## config.mk

```make
export PLATFORM = sky130hd
export DESIGN_NAME = v_query_sched
export DESIGN_NICKNAME = d
export VERILOG_FILES = /design/src/rtl/v_pkg.sv /design/src/rtl/v_rr_arb.sv /design/src/rtl/v_query_sched.sv
export SDC_FILE = /design/constraint.sdc
export NUM_CORES = 1
export LEC_CHECK = 0
export BUFFER_PORTS_ARGS = -buffer_cell sky130_fd_sc_hd__buf_2
export CORE_UTILIZATION = 46
export CTS_BUF_LIST = sky130_fd_sc_hd__clkbuf_16
export DETAILED_ROUTE_END_ITERATION = 8
export MAX_ROUTING_LAYER = met4
export PLACE_DENSITY = 0.78
export SYNTH_ARGS = -nofsm -noshare
export SYNTH_HDL_FRONTEND = slang
export SYNTH_HIERARCHICAL = 1
export SYNTH_SLANG_ARGS = --single-unit
export TNS_END_PERCENT = 30
```

## constraint.sdc

```tcl
create_clock -name clk -period 3.1 [get_ports clk]
set_input_delay 0.775 -clock clk [delete_from_list [all_inputs] [get_ports clk]]
set_output_delay 0.775 -clock clk [all_outputs]
set_load 0.01 [all_outputs]
```

## src/rtl/v_pkg.sv

```systemverilog
// Shared types for the list-query pipeline and its front-end query scheduler.
package v_pkg;

  typedef logic [7:0]  id_t;
  typedef logic [2:0]  level_t;
  typedef logic [15:0] key_t;
  typedef logic [15:0] volume_t;
  typedef logic [7:0]  listsize_t;

  localparam int RETRY_MAX_DEF   = 3;
  localparam int BACKOFF_CYC_DEF = 4;

  // Counter width able to hold 0..max_val; never narrower than one bit.
  function automatic int cnt_w(input int max_val);
    return (max_val > 0) ? $clog2(max_val + 1) : 1;
  endfunction

  localparam int RETRY_W = cnt_w(RETRY_MAX_DEF);
  localparam int BO_W    = cnt_w(BACKOFF_CYC_DEF);

  typedef logic [RETRY_W-1:0] retry_cnt_t;
  typedef logic [BO_W-1:0]    bo_cnt_t;

  typedef enum logic [1:0] {
    QS_IDLE    = 2'd0,
    QS_PEND    = 2'd1,
    QS_INFL    = 2'd2,
    QS_BACKOFF = 2'd3
  } qslot_state_t;

endpackage

```

## src/rtl/v_rr_arb.sv

```systemverilog
// Round-robin arbiter: one-hot grant among requesters, search starts at an
// internal pointer that moves to just past the winner on every grant.
module v_rr_arb #(
  parameter int N = 4
) (
  input  logic         clk,
  input  logic         arst_n,
  input  logic [N-1:0] req,
  output logic [N-1:0] gnt
);

  localparam int W = (N > 1) ? $clog2(N) : 1;
  localparam logic [N-1:0] ONE_HOT0 = {{(N-1){1'b0}}, 1'b1};

  logic [W-1:0] ptr_r;
  logic [W-1:0] ptr_s;
  logic [W-1:0] win_s;
  logic         found_s;

  // Scan requesters starting at the pointer and pick the first one asserted.
  always_comb begin
    found_s = 1'b0;
    win_s   = {W{1'b0}};
    for (int k = 0; k < N; k++) begin
      if (!found_s && req[W'((int'(ptr_r) + k) % N)]) begin
        found_s = 1'b1;
        win_s   = W'((int'(ptr_r) + k) % N);
      end else begin
        found_s = found_s;
      end
    end
    if (found_s) begin
      gnt   = ONE_HOT0 << win_s;
      ptr_s = (win_s == W'(N - 1)) ? {W{1'b0}} : win_s + W'(1);
    end else begin
      gnt   = {N{1'b0}};
      ptr_s = ptr_r;
    end
  end

  // Pointer register.
  always_ff @(posedge clk or negedge arst_n) begin
    if (!arst_n) begin
      ptr_r <= {W{1'b0}};
    end else begin
      ptr_r <= ptr_s;
    end
  end

endmodule

```

## src/rtl/v_query_sched.sv

```systemverilog
// Multi-requester scheduler for the list-query pipe: per-slot capture, RR issue,
// error retry with fixed back-off, and zero-latency result routing.
module v_query_sched
  import v_pkg::*;
#(
  parameter int REQ_N       = 4,
  parameter int RETRY_MAX   = RETRY_MAX_DEF,
  parameter int BACKOFF_CYC = BACKOFF_CYC_DEF
) (
  input  logic             clk,
  input  logic             arst_n,
  input  logic [REQ_N-1:0] i_req_vld,
  input  id_t              i_req_prod_id [REQ_N],
  input  level_t           i_req_level   [REQ_N],
  output logic [REQ_N-1:0] o_req_rdy,
  output logic [REQ_N-1:0] o_rsp_vld,
  output key_t             o_rsp_key,
  output volume_t          o_rsp_size,
  output listsize_t        o_rsp_listsize,
  output logic             o_rsp_error,
  output logic             o_lut_vld,
  output id_t              o_lut_prod_id,
  output level_t           o_lut_level,
  input  logic             i_lut_vld_r,
  input  key_t             i_lut_key,
  input  volume_t          i_lut_size,
  input  logic             i_lut_error,
  input  listsize_t        i_lut_listsize,
  output logic             o_idle
);

  localparam int IDX_W = (REQ_N > 1) ? $clog2(REQ_N) : 1;
  localparam retry_cnt_t RETRY_LAST = retry_cnt_t'(RETRY_MAX);
  localparam bo_cnt_t    BO_LOAD    = bo_cnt_t'(BACKOFF_CYC);
  localparam logic [REQ_N-1:0] ONE_HOT0 = {{(REQ_N-1){1'b0}}, 1'b1};

  qslot_state_t state_r [REQ_N];
  qslot_state_t state_s [REQ_N];
  retry_cnt_t   retry_r [REQ_N];
  retry_cnt_t   retry_s [REQ_N];
  bo_cnt_t      bo_r    [REQ_N];
  bo_cnt_t      bo_s    [REQ_N];
  id_t          id_r    [REQ_N];
  id_t          id_s    [REQ_N];
  level_t       level_r [REQ_N];
  level_t       level_s [REQ_N];

  logic             inflight_vld_r;
  logic [IDX_W-1:0] inflight_idx_r;
  logic [REQ_N-1:0] pend_s;
  logic [REQ_N-1:0] gnt_s;
  logic [IDX_W-1:0] gnt_idx_s;
  logic             res_s;
  logic             res_final_s;
  logic             all_idle_s;

  v_rr_arb #(.N(REQ_N)) u_arb (
    .clk    (clk),
    .arst_n (arst_n),
    .req    (pend_s),
    .gnt    (gnt_s)
  );

  // Slot status decode and AND-OR mux of the granted slot onto the query bus.
  always_comb begin
    gnt_idx_s     = {IDX_W{1'b0}};
    o_lut_prod_id = {$bits(id_t){1'b0}};
    o_lut_level   = {$bits(level_t){1'b0}};
    all_idle_s    = 1'b1;
    for (int i = 0; i < REQ_N; i++) begin
      pend_s[i]     = (state_r[i] == QS_PEND);
      o_req_rdy[i]  = (state_r[i] == QS_IDLE);
      all_idle_s    = all_idle_s & o_req_rdy[i];
      gnt_idx_s     = gnt_idx_s | (IDX_W'(i) & {IDX_W{gnt_s[i]}});
      o_lut_prod_id = o_lut_prod_id | (id_r[i] & {$bits(id_t){gnt_s[i]}});
      o_lut_level   = o_lut_level | (level_r[i] & {$bits(level_t){gnt_s[i]}});
    end
    o_lut_vld = |gnt_s;
    o_idle    = all_idle_s & !inflight_vld_r;
  end

  // Result routing: a stray result with nothing in flight is dropped here.
  always_comb begin
    res_s       = i_lut_vld_r & inflight_vld_r;
    res_final_s = res_s & (!i_lut_error | (retry_r[inflight_idx_r] == RETRY_LAST));
    if (res_final_s) begin
      o_rsp_vld = ONE_HOT0 << inflight_idx_r;
    end else begin
      o_rsp_vld = {REQ_N{1'b0}};
    end
    o_rsp_key      = i_lut_key & {$bits(key_t){res_final_s}};
    o_rsp_size     = i_lut_size & {$bits(volume_t){res_final_s}};
    o_rsp_listsize = i_lut_listsize & {$bits(listsize_t){res_final_s}};
    o_rsp_error    = i_lut_error & res_final_s;
  end

  // Per-slot next-state logic.
  always_comb begin
    for (int i = 0; i < REQ_N; i++) begin
      state_s[i] = state_r[i];
      retry_s[i] = retry_r[i];
      bo_s[i]    = bo_r[i];
      id_s[i]    = id_r[i];
      level_s[i] = level_r[i];
      case (state_r[i])
        QS_IDLE: begin
          if (i_req_vld[i]) begin
            state_s[i] = QS_PEND;
            id_s[i]    = i_req_prod_id[i];
            level_s[i] = i_req_level[i];
            retry_s[i] = {RETRY_W{1'b0}};
          end else begin
            state_s[i] = QS_IDLE;
          end
        end
        QS_PEND: begin
          if (gnt_s[i]) begin
            state_s[i] = QS_INFL;
          end else begin
            state_s[i] = QS_PEND;
          end
        end
        QS_INFL: begin
          if (res_s && (inflight_idx_r == IDX_W'(i))) begin
            if (!i_lut_error || (retry_r[i] == RETRY_LAST)) begin
              state_s[i] = QS_IDLE;
            end else begin
              state_s[i] = QS_BACKOFF;
              retry_s[i] = retry_r[i] + retry_cnt_t'(1);
              bo_s[i]    = BO_LOAD;
            end
          end else begin
            state_s[i] = QS_INFL;
          end
        end
        QS_BACKOFF: begin
          if (bo_r[i] <= bo_cnt_t'(1)) begin
            state_s[i] = QS_PEND;
            bo_s[i]    = {BO_W{1'b0}};
          end else begin
            bo_s[i]    = bo_r[i] - bo_cnt_t'(1);
          end
        end
        default: begin
          state_s[i] = QS_IDLE;
        end
      endcase
    end
  end

  // Slot registers; reset drops anything pending or in flight.
  always_ff @(posedge clk or negedge arst_n) begin
    if (!arst_n) begin
      for (int i = 0; i < REQ_N; i++) begin
        state_r[i] <= QS_IDLE;
        retry_r[i] <= {RETRY_W{1'b0}};
        bo_r[i]    <= {BO_W{1'b0}};
        id_r[i]    <= {$bits(id_t){1'b0}};
        level_r[i] <= {$bits(level_t){1'b0}};
      end
    end else begin
      for (int i = 0; i < REQ_N; i++) begin
        state_r[i] <= state_s[i];
        retry_r[i] <= retry_s[i];
        bo_r[i]    <= bo_s[i];
        id_r[i]    <= id_s[i];
        level_r[i] <= level_s[i];
      end
    end
  end

  // In-flight marker: the pipe answers exactly one cycle after issue.
  always_ff @(posedge clk or negedge arst_n) begin
    if (!arst_n) begin
      inflight_vld_r <= 1'b0;
      inflight_idx_r <= {IDX_W{1'b0}};
    end else begin
      inflight_vld_r <= o_lut_vld;
      inflight_idx_r <= gnt_idx_s;
    end
  end

endmodule

```

Word-level counts from Yosys, hierarchy flattened
Cells that the tools add are included.

Add/subtract/negate cells: 12. Magnitude comparators: 9. Equality and inequality tests: 37. Shifts and indexed selects: 2. Mux-type cells: 82. Bitwise gates (word level): 28. Reduce and logical (&&, ||, !) cells: 42.

Operator list (count): two-way mux 2 bit (35); AND 8 bit (5); two-way mux 3 bit (12); AND 16 bit (2); == test 2 bit (second input constant) (16); inequality test 2 bit (second input constant) (16); case mux 2 bit (4 select lines) (4); bitwise OR 8 bit (3); case mux 3 bit (2 select lines) (4); less-than comparator 2 x 4 -> 1 bit (second input constant) (4); two-way mux 1 bit (16); case mux 2 bit (2 select lines) (4); AND reduction 4 bit (4); nonzero test 2 bit (8); adder 2 x 1 -> 2 bit (second input constant) (6); AND 3 bit (4); <= comparator 3 x 1 -> 1 bit (second input constant) (4); AND reduction 3 bit (4); subtractor 3 x 1 -> 3 bit (second input constant) (4); == test 2 x 1 -> 1 bit (second input constant) (5); logical NOT 2 bit (5); bitwise OR 3 bit (3); binary-select mux 1 bit (select 2 bit) (4); two-way mux 4 bit (2); other kinds (14) (38).

Flip-flop bits (word level): 77. Bits of input ports: 92. Output and inout bits: 62.

Logic depth before layout (Yosys ltp)
Depth in word-level cells: 20. Depth in mapped cells: 10.

Cells and area by module
Netlist, hierarchy kept.

By module, submodules not included: v_query_sched (instances 1, cells an instance 432, area an instance 4337.9 µm², seq. area each 1876.8 µm²); v_rr_arb (instances 1, cells an instance 27, area an instance 270.3 µm², seq. area each 50.0 µm²).

Worst setup path before layout
No wires, ideal clock.

Kind: register to output. From: register state_r[6] in the netlist's numbering. To: output o_lut_vld. Arrival: 2.500 ns. Data required time: 2.325 ns. Path slack: -0.175 ns. Cell stages (with the launch flop): 10. Buffers on the path: 1. Cells stage by stage: dfrtp_1 > clkbuf_1 > nor2b_1 > a21oi_1 > o21a_1 > o22a_2 > ha_1 > and2b_2 > or2_1 > or3_1.

Longest elaborated chain between the ends: 17. Elaborated cells between the ends (all ways): 30.

RTL lines: from (decl) (RTL line v_query_sched.sv:37) `qslot_state_t state_r [REQ_N];`; from (signal, indexed assignment) (RTL line v_query_sched.sv:163) `state_r[i] <= state_s[i];`; == test 2 x 1 -> 1 bit * (RTL line v_query_sched.sv:71) `pend_s[i] = (state_r[i] == QS_PEND);`; named net pend_s[0] (RTL line v_query_sched.sv:50) `logic [REQ_N-1:0] pend_s;`; binary-select mux 1 bit (select 2 bit) (RTL line v_rr_arb.sv:25) `if (!found_s && req[W'((int'(ptr_r) + k) % N)]) begin`; two-way mux 1 bit (implied by the code) (2 in a row) (RTL line v_rr_arb.sv:25); two-way mux 1 bit (RTL line v_rr_arb.sv:25); logical NOT 1 bit (RTL line v_rr_arb.sv:25); logical AND 1 bit (RTL line v_rr_arb.sv:25); two-way mux 1 bit (RTL line v_rr_arb.sv:25); [2 not listed]; two-way mux 1 bit (RTL line v_rr_arb.sv:25); logical NOT 1 bit (RTL line v_rr_arb.sv:25); logical AND 1 bit (RTL line v_rr_arb.sv:25); two-way mux 2 bit (RTL line v_rr_arb.sv:25); left shift 1 x 2 -> 4 bit (RTL line v_rr_arb.sv:33) `gnt = ONE_HOT0 << win_s;`; two-way mux 4 bit * (RTL line v_rr_arb.sv:32) `if (found_s) begin`; named net gnt_s[2] (RTL line v_query_sched.sv:51) `logic [REQ_N-1:0] gnt_s;`; OR reduction 4 bit * (RTL line v_query_sched.sv:78) `o_lut_vld = |gnt_s;`; to (decl) (RTL line v_query_sched.sv:21) `output logic o_lut_vld,`.

Mark *: on every way through the listed nets, which the timed path passes. The rest lies on a longest branch. The select of a mux whose other input is x is not followed.

Worst setup path after layout
From: register state_r[7] in the netlist's numbering. To: output o_lut_vld.

The elaborated chain is that of the path after synthesis.

==> impl_results.md <==
- Status: complete, but fails checks
- Violated checks: negative setup slack
- Fin. max-slew vios: 0
- Placement Setup Slack: 4.762 ps
- Hold Path Class: in -> async
- Num rows: 36
- Syn Std Cell Area: 0.004608 mm^2
- Synth top area share: 0.4181
- Ys async rst share: 1.000
- Top delay family on crit path: simple AND/OR/NAND/NOR gates
- Clock buffer depth: 2
- Post-route insts no fill: 749
- Worst Setup End Kind: output port
- Die area: 0.01042 mm^2
- Synth area leaders: dfrtp_1, mux2_1, a21oi_1
- Pin count of the biggest net entering global routing: 42
- Clock power share: 0.172
- Die X: 102.1 um
- Hold_ws: 427.0 ps
- Final Routed Wirelength: 12250 um
- Crit path largest cell delay: 400 ps
- Leakage power total: 2.882 nW
- Switching Power: 2.717 mW
- Clk sinks: 77
- Stages on worst setup path: 9
- DP HPWL: 9014 um
- Max IR drop VDD: 0.0006689 V
- Simple-gate portion of the synthesized area: 0.1844
- Yosys reg bits: 77
- Iteration-0 DRC Markers: 225
- Vias: 4158
- DR vias/cell: 5.551
- Final hold viol count: 0
- R2R cell count: 8
- Combinational Power Share: 0.538
- Post-synth EDFFs: 0
- Sw Share: 0.4145
- Yosys cell types: 57
- Clock skew: 6.391 ps
- Post-synthesis compound-gate area fraction: 0.1708
- Avg Inst Size Synth: 10.04 um^2
- Period utilization: 1.050
- Final setup margin: -155.9 ps
- Drt first pass iters: 6
- Worst Path Buf+Inv: 2
- Sequential area share after synthesis: 0.4181
- Vias in the first global route: 3978
- Clk root buf: clkbuf_16
- Final #Nets: 719
- Reg clk slew, reported paths: 60 ps
- Fillcell total: 798
- Placed Area: 0.005520 mm^2
- Yosys synthesis warning count: 6
- Sequential Power Share: 0.290
- N_diodes: 0
- Io pins: 154
- Int Pwr: 3.838 mW
- Largest family of logic cells by synthesized area: simple AND/OR/NAND/NOR gates
- Area leader, netlist: dfrtp_1
- FMAX: 0.3071 GHz
- Die height: 102.1 um
- H-tree Lvls: 3
- CP max FO: 4
- Tmin final: 3256 ps
- Grt total ovfl: 0
- Critical-path cell list: nor2b_4 -> buf_4 -> a21oi_1 -> o22a_2 -> ha_2 -> and2b_2 -> or2_4 -> or3_4 -> buf_6
- ANT nets after route: 0
- Final-report setup violation count: 12
- Adder-cell share of the synthesized area: 0.04344
- Syn-to-layout area delta: 29.27%
- Post-synthesis cell count: 459
- Total CTS buffers: 9
- First-pass GRT wire length: 18220 um
- Initial antenna violation count: 0
- Most common cell in the netlist: dfrtp_1
- Worst skew pair latency: 330 ps
- Avg WL per Cell: 16.35 um
- Max-slew headroom: 0.6265
- Pwr dens: 1100 mW/mm^2
- Critical Path RT: 2320 ps
- Hold_buf cts: 0
- Xor/xnor cell area share of the yosys netlist: 0
- Commonest cells in the netlist: dfrtp_1, nand2_1, a21oi_1
- # port buffers: 153
- Design area: 0.005957 mm^2
- DRC viols: 0
- Max Cap Viol: 0
- Routability cong.: 0.8876
- CTS tree: built
- Post-synthesis mux area share: 0.1320
- Core Box Area: 0.009729 mm^2
- Worst path slowest cell: dfrtp_1
- Global router's overall resource usage: 0.2387
- Dpl cells: 730
- Crit path DAT: 2480 ps
- Syn nets: 567
- RSZ-0062 raised after global routing: true
- Slew @ Worst Pin: 560.3 ps
- CP Class: reg -> out
- Top FF cell, synth: dfrtp_1
- Layout cells sized above 1: 0.3929
- Initial core utilization: 0.4736
- Setup crit start kind: flop
==> worst reg2reg max path, cell delays in order, from the launching register on <==
cell and delay, ps:
dfrtp_1 400, nor2b_4 170, buf_4 170, a21oi_1 90, o22a_2 230, ha_2 160
and2b_2 200, or2_4 250, or3_4 340
==> path summary, 6_finish.rpt <==
| check | startpoint | endpoint | slack, ps |
|---|---|---|---|
| setup / recovery | state_r[7] | o_lut_vld | -160 |
| hold / removal | arst_n | id_r[10] | 430 |
| setup reg to reg | state_r[7] | inflight_vld_r | 950 |
| hold reg to reg | id_r[19] | id_r[19] | 490 |
| min in group clk | id_r[19] | id_r[19] | 490 |
| max in group asynchronous | arst_n | u_arb/ptr_r[1] | 1850 |
==> cells by family after synthesis <==
logic type      count (synthesis)
buf+inv                        46
flops                          77
mux                            54
fa+ha+maj                      16
simple gates                  145
compound gates                121
==> per-stage QoR <==
stage	power (mW)	TNS (ps)	utilization
2_1_floorplan	4.022	0	-
3_3_place_gp	4.919	0	0.5674
3_5_place_dp	5.098	0	0.5674
4_1_cts	6.465	-499.2	0.6082
5_1_grt	6.975	-1689	0.6123
6_report	6.554	-548.5	0.6123
==> power by group through the flow <==
| stage | Sequential, mW | Combinational (mW) | Clock (mW) |
|---|---|---|---|
| final | 1.90 | 3.53 | 1.13 |
| after global routing | 1.96 | 3.84 | 1.18 |
| after CTS | 1.88 | 3.44 | 1.14 |
| after detailed placement | 1.88 | 3.22 | 0 |
| after global placement | 1.84 | 3.08 | 0 |
| after floorplan | 1.74 | 2.29 | 0 |
==> registers in the layout (all words and copies together) (netlist names) <==
| signal | flops |
|---|---|
| retry_r | 8 |
| u_arb/ptr_r | 2 |
| id_r | 32 |
| bo_r | 12 |
| level_r | 12 |
| inflight_vld_r | 1 |
| inflight_idx_r | 2 |
| state_r | 8 |
==> layout by cell type, fill, tap and decap left out, types with 4 or more instances in the layout <==
master     instances
mux2i_1            5
ha_1              14
a21oi_1           48
o211ai_1           6
nor2b_1           14
a22oi_1           18
buf_4             23
nor2_1             9
a22oi_2            8
dfrtp_1           76
nand2_1           65
nand4_1            6
mux2_2             4
o221ai_1           4
mux2_1            42
nand3_1            8
inv_1             12
clkbuf_16          9
buf_2            152
o21ba_2            4
nand2b_1           6
o21ai_0            7
nor3b_2            6
==> metal layers <==
metal  wire (um)  part of all wire  track usage
met3         847             0.069      0.06088
met5           0                 0            -
met2        6299              0.51       0.4404
met1        4926              0.40       0.2478
met4         173             0.014      0.07253
==> layout make-up <==
type / instances / area [um^2] / share of cell area
tap: 133 / 166.4 / 0.02794
timing repair buffer: 176 / 944.7 / 0.1586
inverter: 11 / 41.29 / 0.006931
multi-input combinational: 336 / 2554 / 0.4287
clock buffer: 9 / 225.2 / 0.03781
sequential: 77 / 1928 / 0.3237
clock inverter: 7 / 97.59 / 0.01638
==> what timing repair did <==
item | CTS | global route
gates resized for setup | 19 | 7
pin swaps | 1 | 1
setup endpoints to repair | 12 | 12
cloned | 0 | 0
setup buffers | 1 | 2
Note: power is estimated with default switching activity, not from simulation.
